File: src/rtl/uart_tx_fifo.sv
// uart_tx_fifo: parametrised UART transmitter fed from an internal ring-buffer FIFO.
// Define UART_TX_PARITY_EN to compile in the parity bit (even, or odd with PARITY_ODD=1).
module uart_tx_fifo #(
    parameter int CLK_FREQ   = 100000000,
    parameter int BAUD       = 115200,
    parameter int DATA_BITS  = 8,
    parameter int STOP_BITS  = 1,
    parameter int FIFO_DEPTH = 16,
    parameter int PARITY_ODD = 0
) (
    input  logic                        clk,
    input  logic                        rst_n,
    input  logic [DATA_BITS-1:0]        in_data,
    input  logic                        in_valid,
    output logic                        in_ready,
    input  logic                        ovf_clr,
    output logic                        tx,
    output logic                        busy,
    output logic [$clog2(FIFO_DEPTH):0] level,
    output logic                        overflow
);

    localparam int CLK_PER_BIT = CLK_FREQ / BAUD;
    localparam int ADDR_W      = $clog2(FIFO_DEPTH);
    localparam int PTR_W       = ADDR_W + 1;
    localparam int CNT_W       = $clog2(STOP_BITS * CLK_PER_BIT);
    localparam int BIT_W       = $clog2(DATA_BITS);

    localparam logic [CNT_W-1:0] BIT_LOAD  = CNT_W'(CLK_PER_BIT - 1);
    localparam logic [CNT_W-1:0] STOP_LOAD = CNT_W'(STOP_BITS * CLK_PER_BIT - 1);
    localparam logic [BIT_W-1:0] LAST_BIT  = BIT_W'(DATA_BITS - 1);

    if (CLK_PER_BIT < 2) begin : g_bad_baud
        $error("uart_tx_fifo: CLK_FREQ/BAUD must be at least 2");
    end
    if (DATA_BITS < 5 || DATA_BITS > 9) begin : g_bad_data
        $error("uart_tx_fifo: DATA_BITS must be 5..9");
    end
    if (STOP_BITS < 1 || STOP_BITS > 2) begin : g_bad_stop
        $error("uart_tx_fifo: STOP_BITS must be 1 or 2");
    end
    if (FIFO_DEPTH < 2 || (FIFO_DEPTH & (FIFO_DEPTH - 1)) != 0) begin : g_bad_depth
        $error("uart_tx_fifo: FIFO_DEPTH must be a power of two >= 2");
    end
    if (PARITY_ODD < 0 || PARITY_ODD > 1) begin : g_bad_parity
        $error("uart_tx_fifo: PARITY_ODD must be 0 or 1");
    end

`ifdef UART_TX_PARITY_EN
    typedef enum logic [2:0] {S_IDLE, S_START, S_DATA, S_PARITY, S_STOP} state_t;
`else
    typedef enum logic [1:0] {S_IDLE, S_START, S_DATA, S_STOP} state_t;
`endif

    logic [DATA_BITS-1:0] mem_q [FIFO_DEPTH];
    logic [PTR_W-1:0]     wr_ptr_q, rd_ptr_q;
    logic [DATA_BITS-1:0] head;
    logic                 empty, full, push, pop;

    state_t               state_q;
    logic [CNT_W-1:0]     cnt_q;
    logic [BIT_W-1:0]     bit_q;
    logic [DATA_BITS-1:0] shift_q;
    logic                 tx_q, busy_q, ovf_q;
`ifdef UART_TX_PARITY_EN
    logic                 parity_q;
`endif

    assign empty    = (wr_ptr_q == rd_ptr_q);
    assign full     = (wr_ptr_q[ADDR_W] != rd_ptr_q[ADDR_W]) &&
                      (wr_ptr_q[ADDR_W-1:0] == rd_ptr_q[ADDR_W-1:0]);
    assign in_ready = !full;
    assign push     = in_valid && in_ready;
    assign head     = mem_q[rd_ptr_q[ADDR_W-1:0]];
    assign pop      = !empty && ((state_q == S_IDLE) || (state_q == S_STOP && cnt_q == '0));
    assign level    = wr_ptr_q - rd_ptr_q;

    assign tx       = tx_q;
    assign busy     = busy_q;
    assign overflow = ovf_q;

    always_ff @(posedge clk) begin
        if (push) begin
            mem_q[wr_ptr_q[ADDR_W-1:0]] <= in_data;
        end
    end

    always_ff @(posedge clk or negedge rst_n) begin
        if (!rst_n) begin
            wr_ptr_q <= '0;
            ovf_q    <= 1'b0;
        end else begin
            if (push) begin
                wr_ptr_q <= wr_ptr_q + PTR_W'(1);
            end
            if (in_valid && !in_ready) begin
                ovf_q <= 1'b1;
            end else if (ovf_clr) begin
                ovf_q <= 1'b0;
            end
        end
    end

    // Going idle keeps busy high only if a word is being written on that same edge.
    always_ff @(posedge clk or negedge rst_n) begin
        if (!rst_n) begin
            state_q  <= S_IDLE;
            rd_ptr_q <= '0;
            cnt_q    <= '0;
            bit_q    <= '0;
            shift_q  <= '0;
            tx_q     <= 1'b1;
            busy_q   <= 1'b0;
`ifdef UART_TX_PARITY_EN
            parity_q <= 1'b0;
`endif
        end else begin
            if (pop) begin
                rd_ptr_q <= rd_ptr_q + PTR_W'(1);
                shift_q  <= head;
`ifdef UART_TX_PARITY_EN
                parity_q <= (^head) ^ 1'(PARITY_ODD);
`endif
            end
            case (state_q)
                S_IDLE: begin
                    if (pop) begin
                        state_q <= S_START;
                        cnt_q   <= BIT_LOAD;
                        tx_q    <= 1'b0;
                        busy_q  <= 1'b1;
                    end else begin
                        busy_q  <= push;
                    end
                end
                S_START: begin
                    if (cnt_q == '0) begin
                        state_q <= S_DATA;
                        cnt_q   <= BIT_LOAD;
                        bit_q   <= '0;
                        tx_q    <= shift_q[0];
                    end else begin
                        cnt_q   <= cnt_q - CNT_W'(1);
                    end
                end
                S_DATA: begin
                    if (cnt_q != '0) begin
                        cnt_q <= cnt_q - CNT_W'(1);
                    end else if (bit_q != LAST_BIT) begin
                        cnt_q   <= BIT_LOAD;
                        bit_q   <= bit_q + BIT_W'(1);
                        shift_q <= shift_q >> 1;
                        tx_q    <= shift_q[1];
                    end else begin
`ifdef UART_TX_PARITY_EN
                        state_q <= S_PARITY;
                        cnt_q   <= BIT_LOAD;
                        tx_q    <= parity_q;
`else
                        state_q <= S_STOP;
                        cnt_q   <= STOP_LOAD;
                        tx_q    <= 1'b1;
`endif
                    end
                end
`ifdef UART_TX_PARITY_EN
                S_PARITY: begin
                    if (cnt_q == '0) begin
                        state_q <= S_STOP;
                        cnt_q   <= STOP_LOAD;
                        tx_q    <= 1'b1;
                    end else begin
                        cnt_q   <= cnt_q - CNT_W'(1);
                    end
                end
`endif
                S_STOP: begin
                    if (cnt_q != '0) begin
                        cnt_q <= cnt_q - CNT_W'(1);
                    end else if (pop) begin
                        state_q <= S_START;
                        cnt_q   <= BIT_LOAD;
                        tx_q    <= 1'b0;
                    end else begin
                        state_q <= S_IDLE;
                        busy_q  <= push;
                    end
                end
                default: begin
                    state_q <= S_IDLE;
                    tx_q    <= 1'b1;
                end
            endcase
        end
    end

endmodule

File: config.mk
export PLATFORM = sky130hd
export DESIGN_NAME = uart_tx_fifo
export DESIGN_NICKNAME = d
export VERILOG_FILES = /design/src/rtl/uart_tx_fifo.sv
export SDC_FILE = /design/constraint.sdc
export NUM_CORES = 1
export LEC_CHECK = 0
export CAP_MARGIN = 25
export CORE_ASPECT_RATIO = 1.75
export CORE_MARGIN = 2
export CORE_UTILIZATION = 64
export CTS_BUF_LIST = sky130_fd_sc_hd__clkbuf_2 sky130_fd_sc_hd__clkbuf_4 sky130_fd_sc_hd__clkbuf_8
export CTS_CLUSTER_SIZE = 20
export DETAILED_ROUTE_END_ITERATION = 12
export GPL_TIMING_DRIVEN = 0
export PLACE_DENSITY = 0.84
export SYNTH_ARGS = -nofsm -noshare
export SYNTH_HDL_FRONTEND = slang
export SYNTH_SLANG_ARGS = --single-unit
File: constraint.sdc
create_clock -name clk -period 3 [get_ports clk]
set_input_delay 0.6 -clock clk [delete_from_list [all_inputs] [get_ports clk]]
set_output_delay 0.6 -clock clk [all_outputs]
set_load 0.05 [all_outputs]
# After elaboration in Yosys (flattened, before gate mapping)
# Memories as Yosys holds them, arrays and structs flattened.
# Index checks and enable logic that the tools add are counted.
# totals
regBits	36
memories	1
ram_bits	128
inputBits	12
wordCells	81
# mem_list
name	words	word_bits	read_ports	rd_clocked_by_memory_dff	write_ports	line_no	text
mem_q	16	8	1	0	1	55	logic [DATA_BITS-1:0] mem_q [FIFO_DEPTH];
# op_classes
n_addsub	5
reduce_logical	18
n_eq_ne	14
n_mux	34
# ops
op	count
10-bit 2-to-1 mux	4
10-bit case mux with 4 select lines	1
8-bit 2-to-1 mux	4
2-bit inequality test, second input constant	7
1-bit 2-to-1 mux	13
5-bit by 1-bit adder with 5-bit output, second input constant	2
10-bit logical NOT	1
2-bit 2-to-1 mux	5
10-bit nonzero test	1
10-bit by 1-bit subtractor with 10-bit output, second input constant	1
3-bit 2-to-1 mux	3
2-bit case mux with 4 select lines	1
3-bit case mux with 2 select lines	1
3-bit AND reduction	2
2-bit nonzero test	3
5-bit == test	1
1-bit logical AND	5
5-bit AND reduction	1
5-bit subtractor	1
2-bit == test, second input constant	2
4-bit == test	1
1-bit case mux with 4 select lines	1
4-bit AND reduction	1
3-bit by 1-bit adder with 3-bit output, second input constant	1
other kinds (7)	8

# Logic depth before layout (Yosys ltp)
# logic_depth
word_depth	8
depth_mapped	9
depth_no_buf	7

# Least setup slack after synthesis
# OpenSTA, ideal clock, no wires.
# synth_path
path_type	reg-to-reg
from	register rd_ptr_q[2]
to	memory mem_q[3][0] (enable)
t_required_ns	2.617
setup_time_ns	0.383
slack_ns	0.316
path_stages_with_launch	10
t_arrival_ns	2.300
synth_period_minus_slack_ns	2.684
cell_sequence	dfrtp_1 > buf_2 > inv_1 > ha_1 > nand4_1 > nor2b_1 > nor2b_1 > clkbuf_1 > nand2_1 > nor3_1
# synth_via
elab_chain_len	6
# synth_lines
item	line_no	text
from (decl)	56	logic [PTR_W-1:0] wr_ptr_q, rd_ptr_q;
from (signal assigned)	119	rd_ptr_q <= rd_ptr_q + PTR_W'(1);
4-bit == test	71	(wr_ptr_q[ADDR_W-1:0] == rd_ptr_q[ADDR_W-1:0]);
1-bit logical AND	70	assign full = (wr_ptr_q[ADDR_W] != rd_ptr_q[ADDR_W]) &&
1-bit logical NOT	72	assign in_ready = !full;
1-bit logical AND	73	assign push = in_valid && in_ready;
1-bit 2-to-1 mux	83	if (push) begin
1-bit 2-to-1 mux (implied by the code)	84	mem_q[wr_ptr_q[ADDR_W-1:0]] <= in_data;
to (decl)	55	
# Every way passes these cells.

# Worst setup path in the final report
# layout_path
from	register rd_ptr_q[2]
to	output level[4]
# layout_via
elab_chain_len	1
# layout_lines
item	line_no	text
5-bit subtractor	76	assign level = wr_ptr_q - rd_ptr_q;
to (decl)	19	output logic [$clog2(FIFO_DEPTH):0] level,
# Every way passes these cells.

==> impl_metrics.yaml <==
outcome:
  outcome: "finished clean"
final_layout:
  layout_common_cells: "sky130_fd_sc_hd__edfxtp_1 (128), sky130_fd_sc_hd__nand2_1 (44), sky130_fd_sc_hd__dfrtp_1 (35), sky130_fd_sc_hd__mux4_2 (29), sky130_fd_sc_hd__ha_1 (18)"
  nets: 541
  fillerInstances: 681
  final_layout_size_suffix_gt1_share_pct: 20.8
  finish.instance_area_mm2: 0.00803
  antenna_cells: 0
  synthToLayoutAreaGrowth_pct: 12.4
  mostFrequentLayoutCell: "sky130_fd_sc_hd__edfxtp_1"
power:
  cellPowerDensity_mw_per_mm2: 1080
  seq_power_share_pct: 36.3
  report.power.total_mw: 8.64
  power.ir.vdd_worst_mv: 1.07
  power.clock.fraction_pct: 19.3
  p_int_mw: 5.07
  leakage_nw: 2.89
  combinationalPowerShare_pct: 44.4
  netSwitchingFraction_pct: 41.3
  switchingPower_mw: 3.56
setup_path:
  worstPathArrival_ns: 2.31
  worstSetupPathType: "reg -> out"
  type_of_element_capturing_the_critical_path: "primary output"
  path_max_fanout: 10
  timing.critical_path.required_ns: 2.40
  critPathLaunchType: "register"
detailed_routing:
  wl_mm: 15.1
  drt-vias-per-instance: 6.47
  drt-initial-drc-count: 274
  drt.antenna.violating_nets: 0
  routed-via-count: 4238
  route.detailed.drc: 0
  drtPass1Iterations: 5
  route.detailed.wl_per_inst_um: 23.0
timing:
  relSlewSlack_pct: 45.4
  final-setup-viol-count: 0
  worst_slew_pin_slew_ns: 0.819
  max_freq_mhz: 344
  hold_violations: 0
  clock-skew-final_ns: 0.0171
  final_max_slew_viol_count: 0
  hold_ws_ns: 0.224
  post-route-min-period_ns: 2.91
  min_period_over_period_pct: 96.9
place:
  globalplace.congestion: 0.903
  post-dp-hpwl_mm: 10.7
  io_buffer_count: 20
  area_after_detailed_placement_mm2: 0.00752
synth:
  synth.cell_area_mm2: 0.00714
  yosys_warnings: 0
  number_of_distinct_library_cells_after_synthesis: 56
  avgSynthCellArea_um2: 15.3
  ys_seq_area_share_pct: 66.4
  postSynthCellCount: 466
  postSynth.asyncResetShare_pct: 22.0
  synth-seq-cells: 164
  ys.flop_type: "sky130_fd_sc_hd__edfxtp_1"
  synth.net_count: 497
  synth_edf_count: 128
floorplan:
  fp-row-count: 51
  die_w_um: 83.9
  core_area_mm2: 0.0110
  die_height_um: 144
  floorplan.initialDensity_pct: 65.1
  fp.dieArea_mm2: 0.0121
  number_of_top_level_design_ports: 21
cts:
  max-clock-path-buffers: 2
  cts.root.buffer_cell: "sky130_fd_sc_hd__clkbuf_8"
  tritoncts: "done"
  clk_pin_slew_ns: 0.10
  clock_insertion_delay_worst_skew_ns: 0.45
  tritoncts_num_sinks: 164
  cts-htree-levels: 4
  cts-buffers-inserted: 17
  cts.hold.buffers_added: 0
global_route:
  maximum_number_of_pins_on_one_net_before_global_route_repair: 37
  grt_pass1_vias: 4324
  antenna_found_initial: 0
  global_route_overflow: 0
  global_route.usage.total_pct: 26.2
  wire_length_of_the_first_global_routing_pass_mm: 23.3
job:
  cap_violations: 0
worst_hold_path:
  hp-class: "in -> async"
-- metrics by stage --
step,utilization [%],setup slack [ns],cells,setup TNS [ns]
after floorplan,-,0.316,466,0
after global placement,68.4,-0.612,618,-23.62
after detailed placement,68.5,-0.225,621,-15.53
after CTS,72.9,0.0000224,654,0
after global routing,73.1,-0.0151,655,-0.0170
final,73.1,0.0923,655,0
-- critical path: stages, from the launching register on --
cell and delay, ns:
sky130_fd_sc_hd__dfrtp_1 0.40, sky130_fd_sc_hd__clkbuf_4 0.24, sky130_fd_sc_hd__inv_1 0.10, sky130_fd_sc_hd__ha_1 0.35, sky130_fd_sc_hd__a21o_1 0.19, sky130_fd_sc_hd__a21oi_1 0.17
sky130_fd_sc_hd__xor2_1 0.18, sky130_fd_sc_hd__buf_4 0.22
-- sequential cells by signal, summed over array words and instances (netlist names) --
signal	flops
tx	1
state_q	2
wr_ptr_q	5
mem_q	128
busy	1
overflow	1
rd_ptr_q	5
bit_q	3
cnt_q	10
shift_q	8
-- per-layer routing --
metal | part of all wire (%) | wire length [um] | up-vias | track usage [%]
met5 | 0 | 0 | - | 0
met4 | 2.5 | 370 | 0 | 8.06
met3 | 4.8 | 717 | 28 | 5.97
met2 | 58 | 8770 | 163 | 51.2
met1 | 35 | 5230 | 2150 | 27.7
li1 | - | - | 1897 | -
-- worst paths after layout --
| kind | endpoint | cells after the start | from | slack, ns |
|---|---|---|---|---|
| max in group asynchronous | shift_q[2] | 1 | rst_n | 2.24 |
| min in group clk | wr_ptr_q[4] | 1 | wr_ptr_q[4] | 0.51 |
| worst max register to register | mem_q[1][5] | 10 | rd_ptr_q[2] | 0.18 |
| worst min-delay path | wr_ptr_q[4] | 1 | rst_n | 0.22 |
| worst max-delay path | level[4] | 7 | rd_ptr_q[2] | 0.09 |
| worst min register to register | wr_ptr_q[4] | 1 | wr_ptr_q[4] | 0.51 |
-- layout make-up --
class / count / area, um^2 / share of cell area, %
buffer: 19 / 105 / 1.31
sequential: 164 / 4750 / 59.1
clock buffer: 17 / 234 / 2.92
multi-input combinational: 266 / 2290 / 28.5
clock inverter: 15 / 208 / 2.59
tap: 132 / 165 / 2.06
timing repair buffer: 25 / 216 / 2.70
inverter: 17 / 63.8 / 0.795
-- power groups by stage --
stage               Sequential (mW)  Combinational, mW  Clock (mW)
finish                         3.14               3.83        1.67
global route                   3.17               4.11        1.77
CTS                            3.13               3.81        1.68
detailed placement             3.18               3.81           0
global placement               3.15               3.67           0
floorplan                      3.16               2.74           0
-- synthesized netlist by cell type, types with 9 or more instances --
master	instances	area share (%)
sky130_fd_sc_hd__a21oi_1	12	0.84
sky130_fd_sc_hd__a22oi_1	12	1.3
sky130_fd_sc_hd__a31oi_1	9	0.79
sky130_fd_sc_hd__dfrtp_1	35	12
sky130_fd_sc_hd__edfxtp_1	128	54
sky130_fd_sc_hd__ha_1	18	3.2
sky130_fd_sc_hd__inv_1	17	0.89
sky130_fd_sc_hd__mux4_2	29	9.1
sky130_fd_sc_hd__nand2_1	44	2.3
sky130_fd_sc_hd__nor2_1	27	1.4
sky130_fd_sc_hd__nor3_1	11	0.77
sky130_fd_sc_hd__xnor2_1	12	1.5
-- cells by family (layout without fill, tap and decap cells) --
logic type	Yosys count	after routing	share of synthesized area, %
AOI/OAI and AO/OA	70	70	6.73
xor gates and xnor gates	15	15	1.84
adders and majority gates	19	19	3.43
buffers and inverters	36	93	2.31
DFF	164	164	66.4
muxes	38	38	10.5
and+or+nand+nor	124	124	8.79
-- timing repair --
item | 4_1_cts | 5_1_grt
resized for setup | 24 | 12
endpoints found under the setup margin | 118 | 118
pin swaps | 1 | 0
setup buffers | 1 | 1
(Power assumes the default switching activity.)
